==> config.mk <==
export PLATFORM = sky130hd
export DESIGN_NAME = nvram_upload_reader
export DESIGN_NICKNAME = d
export VERILOG_FILES = /design/src/rtl/nvram_upload_reader.sv
export SDC_FILE = /design/constraint.sdc
export NUM_CORES = 1
export LEC_CHECK = 0
export ABC_AREA = 0
export ABC_CLOCK_PERIOD_IN_PS = 1800
export CELL_PAD_IN_SITES_DETAIL_PLACEMENT = 0
export CELL_PAD_IN_SITES_GLOBAL_PLACEMENT = 2
export CORE_MARGIN = 2
export CORE_UTILIZATION = 25
export CTS_BUF_LIST = sky130_fd_sc_hd__clkbuf_8
export DETAILED_ROUTE_END_ITERATION = 8
export PLACE_DENSITY = 0.85
export SETUP_SLACK_MARGIN = 0.2
export SYNTH_ARGS = -nofsm -noshare
export SYNTH_HDL_FRONTEND = slang
export SYNTH_SLANG_ARGS = --single-unit
==> constraint.sdc <==
create_clock -name clk_sys -period 1.8 [get_ports clk_sys]
set_input_delay 0.36 -clock clk_sys [delete_from_list [all_inputs] [get_ports clk_sys]]
set_output_delay 0.36 -clock clk_sys [all_outputs]
set_load 0.02 [all_outputs]
==> src/rtl/nvram_upload_reader.sv <==
// nvram_upload_reader: serves HPS save-file upload requests from the save RAM.
//
// When ioctl_upload rises, the block takes ownership of the save-RAM port
// (ram_owner), waits one cycle for the bus handover, then answers each one-cycle
// ioctl_rd strobe. An in-range request issues a ram_rd and returns ram_q on
// ioctl_din after RAM_LAT+1 wait cycles; an out-of-range request returns 8'hFF,
// sets the sticky err_range flag and holds ioctl_wait for a single cycle. When
// ioctl_upload drops, any pending fetch completes, done pulses once and
// ownership is released.
//
// Ports
//   clk_sys      in   single clock
//   reset        in   synchronous active-high reset
//   ioctl_upload in   high for the whole upload session
//   ioctl_rd     in   one-cycle byte request strobe
//   ioctl_addr   in   requested byte address (25 bits)
//   ioctl_din    out  byte returned to the HPS
//   ioctl_wait   out  high while a byte is pending
//   ram_addr     out  save-RAM read address
//   ram_rd       out  one-cycle save-RAM read strobe
//   ram_q        in   save-RAM read data, valid RAM_LAT cycles after ram_rd
//   ram_owner    out  high while this block owns the save-RAM port
//   done         out  one-cycle pulse at session end
//   err_range    out  sticky out-of-range request flag, cleared at session start

module nvram_upload_reader #(
   parameter int unsigned ADDR_W  = 10,
   parameter int unsigned RAM_LAT = 1
) (
   input  logic              clk_sys,
   input  logic              reset,
   input  logic              ioctl_upload,
   input  logic              ioctl_rd,
   input  logic [24:0]       ioctl_addr,
   output logic [7:0]        ioctl_din,
   output logic              ioctl_wait,
   output logic [ADDR_W-1:0] ram_addr,
   output logic              ram_rd,
   input  logic [7:0]        ram_q,
   output logic              ram_owner,
   output logic              done,
   output logic              err_range
);

   typedef enum logic [2:0] {StIdle, StArm, StReady, StFetch, StFinish} state_e;

   state_e            state_q, state_d;
   logic              upload_q;
   logic              seen_low_q;
   logic [2:0]        cnt_q, cnt_d;

   logic [7:0]        din_d;
   logic              wait_d;
   logic [ADDR_W-1:0] ram_addr_d;
   logic              ram_rd_d;
   logic              owner_d;
   logic              done_d;
   logic              err_d;

   logic              upload_rise;
   logic              in_range;

   // seen_low_q blocks a session start after reset until ioctl_upload has been
   // observed low, so an upload held high across reset cannot restart a session.
   assign upload_rise = ioctl_upload & ~upload_q & seen_low_q;

   // Every upper address bit must be zero; high addresses never alias onto RAM.
   assign in_range = ((ioctl_addr >> ADDR_W) == 25'd0);

   // State and registered outputs
   always_ff @(posedge clk_sys) begin
      if (reset) begin
         state_q    <= StIdle;
         upload_q   <= 1'b0;
         seen_low_q <= 1'b0;
         cnt_q      <= 3'd0;
         ioctl_din  <= 8'd0;
         ioctl_wait <= 1'b0;
         ram_addr   <= '0;
         ram_rd     <= 1'b0;
         ram_owner  <= 1'b0;
         done       <= 1'b0;
         err_range  <= 1'b0;
      end else begin
         state_q    <= state_d;
         upload_q   <= ioctl_upload;
         seen_low_q <= seen_low_q | ~ioctl_upload;
         cnt_q      <= cnt_d;
         ioctl_din  <= din_d;
         ioctl_wait <= wait_d;
         ram_addr   <= ram_addr_d;
         ram_rd     <= ram_rd_d;
         ram_owner  <= owner_d;
         done       <= done_d;
         err_range  <= err_d;
      end
   end

   // Next-state logic. Session end is taken from the ioctl_upload level in
   // READY, so a drop that happens while still in ARM is not lost.
   always_comb begin
      state_d = state_q;
      unique case (state_q)
         StIdle: begin
            if (upload_rise) state_d = StArm;
         end
         StArm: begin
            state_d = StReady;
         end
         StReady: begin
            if (!ioctl_upload) begin
               state_d = StFinish;
            end else if (ioctl_rd && in_range) begin
               state_d = StFetch;
            end
         end
         StFetch: begin
            if (cnt_q == 3'd0) state_d = ioctl_upload ? StReady : StFinish;
         end
         StFinish: begin
            state_d = StIdle;
         end
         default: state_d = StIdle;
      endcase
   end

   // Output next-values
   always_comb begin
      din_d      = ioctl_din;
      wait_d     = 1'b0;
      ram_addr_d = ram_addr;
      ram_rd_d   = 1'b0;
      owner_d    = ram_owner;
      done_d     = 1'b0;
      err_d      = err_range;
      cnt_d      = cnt_q;
      unique case (state_q)
         StIdle: begin
            if (upload_rise) begin
               owner_d = 1'b1;
               err_d   = 1'b0;
            end
         end
         StArm: begin
         end
         StReady: begin
            if (ioctl_upload && ioctl_rd) begin
               wait_d = 1'b1;
               if (in_range) begin
                  ram_addr_d = ioctl_addr[ADDR_W-1:0];
                  ram_rd_d   = 1'b1;
                  cnt_d      = 3'(RAM_LAT);
               end else begin
                  // Staying in READY drops ioctl_wait again on the next edge.
                  din_d = 8'hFF;
                  err_d = 1'b1;
               end
            end
         end
         StFetch: begin
            if (cnt_q == 3'd0) begin
               din_d = ram_q;
            end else begin
               cnt_d  = cnt_q - 3'd1;
               wait_d = 1'b1;
            end
         end
         StFinish: begin
            done_d  = 1'b1;
            owner_d = 1'b0;
         end
         default: begin
         end
      endcase
   end

endmodule

==> results of run 1 <==
cells by family (layout without fill, tap and decap cells):
group,Yosys count,after routing,share of synthesized area
and+or+nand+nor,57,57,0.269
DFF,31,31,0.428
AOI/OAI and AO/OA,42,42,0.215
adders and majority gates,2,2,0.0173
buffers and inverters,24,97,0.0708
metal layers:
| layer | track usage | up-vias | share of wire |
|---|---|---|---|
| met2 | 0.188 | 35 | 0.50 |
| met3 | 0.0360 | 2 | 0.054 |
| met1 | 0.143 | 592 | 0.44 |
| met5 | 0 | - | 0 |
| li1 | - | 694 | - |
| met4 | 0.0305 | 0 | 0.0038 |
flip-flops by register name, indices dropped and copies added, names as in the netlist:
signal,flops
err_range,1
ram_addr,10
seen_low_q,1
ioctl_wait,1
ram_owner,1
cnt_q,3
ram_rd,1
done,1
state_q,3
ioctl_din,8
upload_q,1
through the flow:
| step | hold slack (ps) | area, sq um |
|---|---|---|
| finish | 451 | 2440 |
| global route | 478 | 2440 |
| CTS | 454 | 2320 |
| detailed placement | 445 | 2180 |
| global placement | 437 | 2180 |
| floorplan | 430 | 1450 |
tightest hold or removal path: cells and delay by family (launching register included):
family,cells,cell delay [ps]
AO/OA/AOI/OAI,1,50
buffers and inverters,1,50
flip-flops,1,310
worst paths after layout:
path	start	endpoint	slack, ps	depth (start not counted)
worst max-delay path	ram_owner$_SDFFE_PP0P_	ram_owner	240	1
worst min register to register	seen_low_q$_SDFF_PP0_	seen_low_q$_SDFF_PP0_	450	2
worst min-delay path	seen_low_q$_SDFF_PP0_	seen_low_q$_SDFF_PP0_	450	2
worst max register to register	cnt_q[1]$_SDFFE_PP0P_	ioctl_din[1]$_SDFFE_PP0P_	260	8
power by group:
| part | total [mW] | leakage (nW) | switching [mW] | internal (mW) |
|---|---|---|---|---|
| Combinational | 0.174 | 0.895 | 0.0717 | 0.103 |
| Sequential | 0.705 | 0.251 | 0.00925 | 0.695 |
| Clock | 0.588 | 0.0557 | 0.245 | 0.343 |
| Total | 1.47 | 1.20 | 0.326 | 1.14 |
Yosys cell counts:
library cell and count:
buf_2 4, inv_1 15, a211oi_2 8, nand2_1 3
buf_6 1, nand3_1 11, nor4_4 3, nand2b_1 4
o21ai_4 1, o21ai_0 2, nor2_1 14, a22oi_1 1
dfxtp_1 31, nor2_8 1, nor2b_1 3, a31oi_1 1
and4_1 1, a21oi_2 2, buf_1 3, nand4_4 1
nor3_1 8, nor3b_1 2, clkbuf_1 1, nor4_1 3
nor3_2 1, and3b_1 1, ha_1 2, o21ai_1 10
a211oi_1 4, a211o_1 1, a41o_1 1, a21oi_1 11
nand3b_4 1
final cells by class:
type                            count  area [sq um]  area share
Multi-Input combinational cell    101           798       0.327
Timing Repair Buffer               74           777       0.318
Sequential cell                    31           622       0.254
Clock buffer                        7          96.3      0.0394
Tap cell                           72          90.1      0.0369
Inverter                           15          56.3      0.0230
Clock inverter                      1          3.75     0.00154
timing repair:
item / CTS / global route
endpoints found under the setup margin: 17 / 38
setup buffers: 4 / 0
endpoints found under the hold margin: 0 / 0
gates cloned: 1 / 0
pin swaps: 6 / 16
gates resized for setup: 10 / 39
==> results.sh, run 1 <==
export IMPL_status="finished, final reports clean"
export IMPL_insertedDiodeCount=0
export IMPL_final_common_cell="clkdlybuf4s50_1"
export IMPL_vias_per_cell=4.40
export IMPL_hold_buffers=0
export IMPL_dieHeight_um=80.1
export IMPL_ios=60
export IMPL_synth_avg_cell_area_sq_um=9.29
export IMPL_worst_slew_pin_slew_ps=553
export IMPL_root_buffer="clkbuf_8"
export IMPL_crit_path_start_kind="register"
export IMPL_start_util=0.262
export IMPL_grt_pass1_vias=1265
export IMPL_slew_headroom=0.631
export IMPL_netlist_area_leader_share=0.428
export IMPL_ys_warn_count=0
export IMPL_antenna_found_initial=0
export IMPL_io_buffers=59
export IMPL_ant_nets=0
export IMPL_totalWireLength_um=3680
export IMPL_synthTopCellsByArea="dfxtp_1, a211oi_2, nor4_4"
export IMPL_yosysTopAreaCell="dfxtp_1"
export IMPL_setup_violations_final=0
export IMPL_maxSlewViolCount=0
export IMPL_grt_max_degree=18
export IMPL_pre_cts_ws_ps=-174
export IMPL_gp_congestion=0.727
export IMPL_cts_buffer_depth=2
export IMPL_drive_above_1_share=0.240
export IMPL_end_kind="output pin"
export IMPL_dr_pass1_iters=4
export IMPL_post_route_min_period_ps=1560
export IMPL_path_buf_inv=1
export IMPL_nets=267
export IMPL_dieWidth_um=80.1
export IMPL_p_leak_nw=1.20
export IMPL_cts_sinks=31
export IMPL_area_growth_pct=68.7
export IMPL_core_area_sq_mm=0.00554
export IMPL_cts_max_level=2
export IMPL_rsz0062_at_grt="true"
export IMPL_rows=27
export IMPL_vias=1323
export IMPL_p_per_area_mw_per_mm2=600
export IMPL_drc=0
export IMPL_fillers=574
export IMPL_hpwl_um=2590
export IMPL_slowest_delay_ps=600
export IMPL_fin_util=0.441
export IMPL_clkTransAtPathRegs_ps=70
export IMPL_tns_ps=0
export IMPL_grt_ovfl_total=0
export IMPL_critical_path_top_delay_family="buffers and inverters"
export IMPL_final_period_utilization=0.869
export IMPL_synth_area_sq_mm=0.00145
export IMPL_yosysUniqueCellTypes=33
export IMPL_peakVddDrop_uv=323
export IMPL_max_freq_mhz=639
export IMPL_syn_nets=195
export IMPL_ys_seq_area_frac=0.428
export IMPL_critPathMaxFanout=2
export IMPL_hold_viol=0
export IMPL_required_ps=1440
export IMPL_crit_type="reg -> out"
export IMPL_dpl_cell_count=288
export IMPL_grt_pass1_wl_um=5750
export IMPL_setup_ws_ps=235
export IMPL_cts_tree="yes"
export IMPL_syn_inst=156
export IMPL_crit_arrival_ps=1200
export IMPL_crit_slowest_cell="clkdlybuf4s50_1"
export IMPL_final_cells=301
export IMPL_numCtsBuffers=5
export IMPL_die_area_sq_mm=0.00642
export IMPL_clock_latency_ps=270
export IMPL_grt_util_all_layers=0.114
export IMPL_most_common_layout_cells="clkdlybuf4s50_1, dfxtp_1, dlymetal6s2s_1"
export IMPL_hold_class="reg -> reg"
export IMPL_finalPower_mw=1.47
export IMPL_drt_iter0_drc=22
export IMPL_crit_chain="clkdlybuf4s50_1"
export IMPL_fin_skew_ps=3.71
export IMPL_ys_ff_latch=31
export IMPL_drv_cap=0
export IMPL_wire_per_inst_um=12.2
(Power assumes the default switching activity.)
==> run 2: changes to the inputs <==
--- a/config.mk
+++ b/config.mk
@@ -5,12 +5,13 @@
 export SDC_FILE = /design/constraint.sdc
 export NUM_CORES = 1
 export LEC_CHECK = 0
-export ABC_AREA = 0
+export ABC_AREA = 1
 export ABC_CLOCK_PERIOD_IN_PS = 1800
+export CAP_MARGIN = 20
 export CELL_PAD_IN_SITES_DETAIL_PLACEMENT = 0
 export CELL_PAD_IN_SITES_GLOBAL_PLACEMENT = 2
 export CORE_MARGIN = 2
-export CORE_UTILIZATION = 25
+export CORE_UTILIZATION = 23
 export CTS_BUF_LIST = sky130_fd_sc_hd__clkbuf_8
 export DETAILED_ROUTE_END_ITERATION = 8
 export PLACE_DENSITY = 0.85
==> run 2 against run 1 <==
Setup slack worse by 9.4 ps. Area after synthesis increased by 1.2%. Clock power shrank 12%. Critical path type unchanged. Hold slack better by 11 ps.
==> results.sh, run 2 <==
export IMPL_final_period_utilization=0.875
export IMPL_crit_chain="clkdlybuf4s50_1"
export IMPL_core_area_sq_mm=0.00624
export IMPL_synth_main_ff_cell="dfxtp_1"
export IMPL_start_util=0.235
export IMPL_die_area_sq_mm=0.00703
export IMPL_crit_path_start="ram_rd$_SDFF_PP0_"
export IMPL_grt_ovfl_total=0
export IMPL_drive_above_1_share=0.173
export IMPL_antenna_found_initial=0
export IMPL_pwr_share_seq=0.410
export IMPL_drc=0
export IMPL_reg_top3="ram_addr: 10 flops, ioctl_din: 8 flops"
export IMPL_nets=315
export IMPL_r2r_end="state_q[0]$_SDFFE_PP0P_"
export IMPL_comb_power_share=0.327
export IMPL_finalPower_mw=1.98
export IMPL_ys_seq_area_frac=0.423
export IMPL_most_common_layout_cells="nor2_1, clkdlybuf4s50_1, nand2_1"
export IMPL_p_leak_nw=1.23
export IMPL_yosysUniqueCellTypes=24
export IMPL_grt_util_all_layers=0.111
export IMPL_final_area_sq_mm=0.00236
export IMPL_multi_input_area_sq_um=728
export IMPL_placed_area_sq_mm=0.00220
export IMPL_crit_path_start_kind="register"
export IMPL_status="finished, final reports clean"
export IMPL_totalWireLength_um=3680
export IMPL_ant_nets=0
export IMPL_clkTransAtPathRegs_ps=70
export IMPL_ys_warn_count=0
export IMPL_fin_skew_ps=7.41
export IMPL_yosys_top_cells_count="nor2_1, nand2_1, dfxtp_1"
export IMPL_hold_class="reg -> reg"
export IMPL_path_buf_inv=1
export IMPL_crit_type="reg -> out"
export IMPL_dieWidth_um=83.8
export IMPL_numCtsBuffers=5
export IMPL_netlist_area_leader_share=0.423
export IMPL_synth_edf_count=0
export IMPL_p_per_area_mw_per_mm2=837
export IMPL_regMostFlops="ram_addr"
export IMPL_gp_congestion=0.740
export IMPL_yosysMostFrequentCell="nor2_1"
export IMPL_syn_inst=204
export IMPL_largest_reg_flops=10
export IMPL_hold_viol=0
export IMPL_dr_pass1_iters=4
export IMPL_swShare=0.325
export IMPL_synthTopCellsByArea="dfxtp_1, nor2_1, nand2_1"
export IMPL_rows=29
export IMPL_drv_cap=0
export IMPL_slowest_delay_ps=610
export IMPL_clock_latency_ps=280
export IMPL_ys_ff_latch=31
export IMPL_reg2reg_slack_ps=360
export IMPL_fillers=682
export IMPL_max_freq_mhz=635
export IMPL_synthArstFlopShare=0
export IMPL_rr_startpoint="cnt_q[0]$_SDFFE_PP0P_"
export IMPL_synth_avg_cell_area_sq_um=7.19
export IMPL_hold_buffers=0
export IMPL_rsz0062_at_grt="true"
export IMPL_worst_slew_pin_slew_ps=319
export IMPL_cts_tree="yes"
export IMPL_critical_path_top_delay_family="buffers and inverters"
export IMPL_drt_iter0_drc=29
export IMPL_cts_sinks=31
export IMPL_critPathMaxFanout=1
export IMPL_grt_max_degree=14
export IMPL_seqCellArea_sq_um=622
export IMPL_dieHeight_um=83.8
export IMPL_ios=60
export IMPL_required_ps=1440
export IMPL_wire_per_inst_um=10.4
export IMPL_setup_violations_final=0
export IMPL_yosysTopAreaCell="dfxtp_1"
export IMPL_slew_headroom=0.787
export IMPL_root_buffer="clkbuf_8"
export IMPL_crit_end="ram_rd"
export IMPL_crit_slowest_cell="clkdlybuf4s50_1"
export IMPL_insertedDiodeCount=0
export IMPL_grt_pass1_wl_um=6410
export IMPL_peakVddDrop_uv=455
export IMPL_crit_arrival_ps=1210
export IMPL_crit_cells=1
export IMPL_vias=1433
export IMPL_io_buffers=59
export IMPL_end_kind="output pin"
export IMPL_hpwl_um=2770
export IMPL_clkPwrFrac=0.263
export IMPL_area_growth_pct=60.9
export IMPL_power_internal_mw=1.33
export IMPL_ff2ff_path_depth=8
export IMPL_post_route_min_period_ps=1570
export IMPL_p_switching_mw=0.642
export IMPL_vias_per_cell=4.05
export IMPL_syn_nets=243
export IMPL_cts_max_level=2
export IMPL_cts_buffer_depth=2
export IMPL_grt_pass1_vias=1432
export IMPL_synth_area_sq_mm=0.00147
export IMPL_final_common_cell="nor2_1"
export IMPL_maxSlewViolCount=0
==> run 2: cell count changes after synthesis, moves of 7 or more <==
cell / previous run / this run
a211oi_2: 8 / 0
nor2_1: 14 / 46
nor3_1: 8 / 1
inv_1: 15 / 24
nor2_2: 0 / 10
nand2_1: 3 / 34
nand4_1: 0 / 8
==> run 2: how the worst min path moves through the flow <==
stage	from	to	slack (ps)	depth (start not counted)
CTS	seen_low_q$_SDFF_PP0_	seen_low_q$_SDFF_PP0_	460	2
global placement	seen_low_q$_SDFF_PP0_	seen_low_q$_SDFF_PP0_	450	2
floorplan	seen_low_q$_SDFF_PP0_	seen_low_q$_SDFF_PP0_	430	2
finish	cnt_q[1]$_SDFFE_PP0P_	cnt_q[1]$_SDFFE_PP0P_	460	2
detailed placement	seen_low_q$_SDFF_PP0_	seen_low_q$_SDFF_PP0_	450	2
global route	cnt_q[2]$_SDFFE_PP0P_	cnt_q[2]$_SDFFE_PP0P_	500	2
==> run 2: cells by family after synthesis <==
| logic type | count (synthesis) | share of synthesized area |
|---|---|---|
| flip-flops | 31 | 0.423 |
| AND/OR/NAND/NOR | 115 | 0.378 |
| adder cells (fa/ha/maj) | 2 | 0.0171 |
| AO/OA/AOI/OAI | 22 | 0.0828 |
| buffers and inverters | 34 | 0.0990 |
==> run 2: per-layer routing <==
metal	GRT usage	wire length [um]	vias up
met5	0	0	-
met1	0.141	1770	612
met3	0.0386	231	3
li1	-	-	781
met2	0.179	1660	37
met4	0.0308	15	0
==> run 2: power groups by stage <==
stage	combinational (mW)	clock [mW]	sequential, mW
after global placement	0.654	0	0.825
after floorplan	0.327	0	0.875
after detailed placement	0.649	0	0.826
after CTS	0.651	0.549	0.810
after global routing	0.724	0.583	0.820
final	0.646	0.520	0.810
==> run 2: through the flow <==
step / utilization / setup WS, ps / cells / TNS [ps] / hold WS, ps
floorplan: - / 476 / 204 / 0 / 432
global placement: 0.352 / -25.1 / 345 / -179 / 452
detailed placement: 0.352 / -60.1 / 345 / -467 / 450
CTS: 0.365 / 200 / 353 / 0 / 460
global route: 0.378 / 174 / 354 / 0 / 500
finish: 0.378 / 226 / 354 / 0 / 462
==> run 2: what timing repair did <==
item | in CTS | in global routing
buffers inserted | 0 | 1
resized for setup | 4 | 26
setup endpoints to repair | 4 | 39
cloned | 0 | 0
pin swaps | 0 | 4
==> run 2: area by class of cell <==
cell class              instances  area share
multi-input cells             139       0.309
flip-flops and latches         31       0.264
clock buffers                   5      0.0292
repair buffers                 72       0.307
clock inverters                 3     0.00689
well taps                      77      0.0408
inverters                      27      0.0440
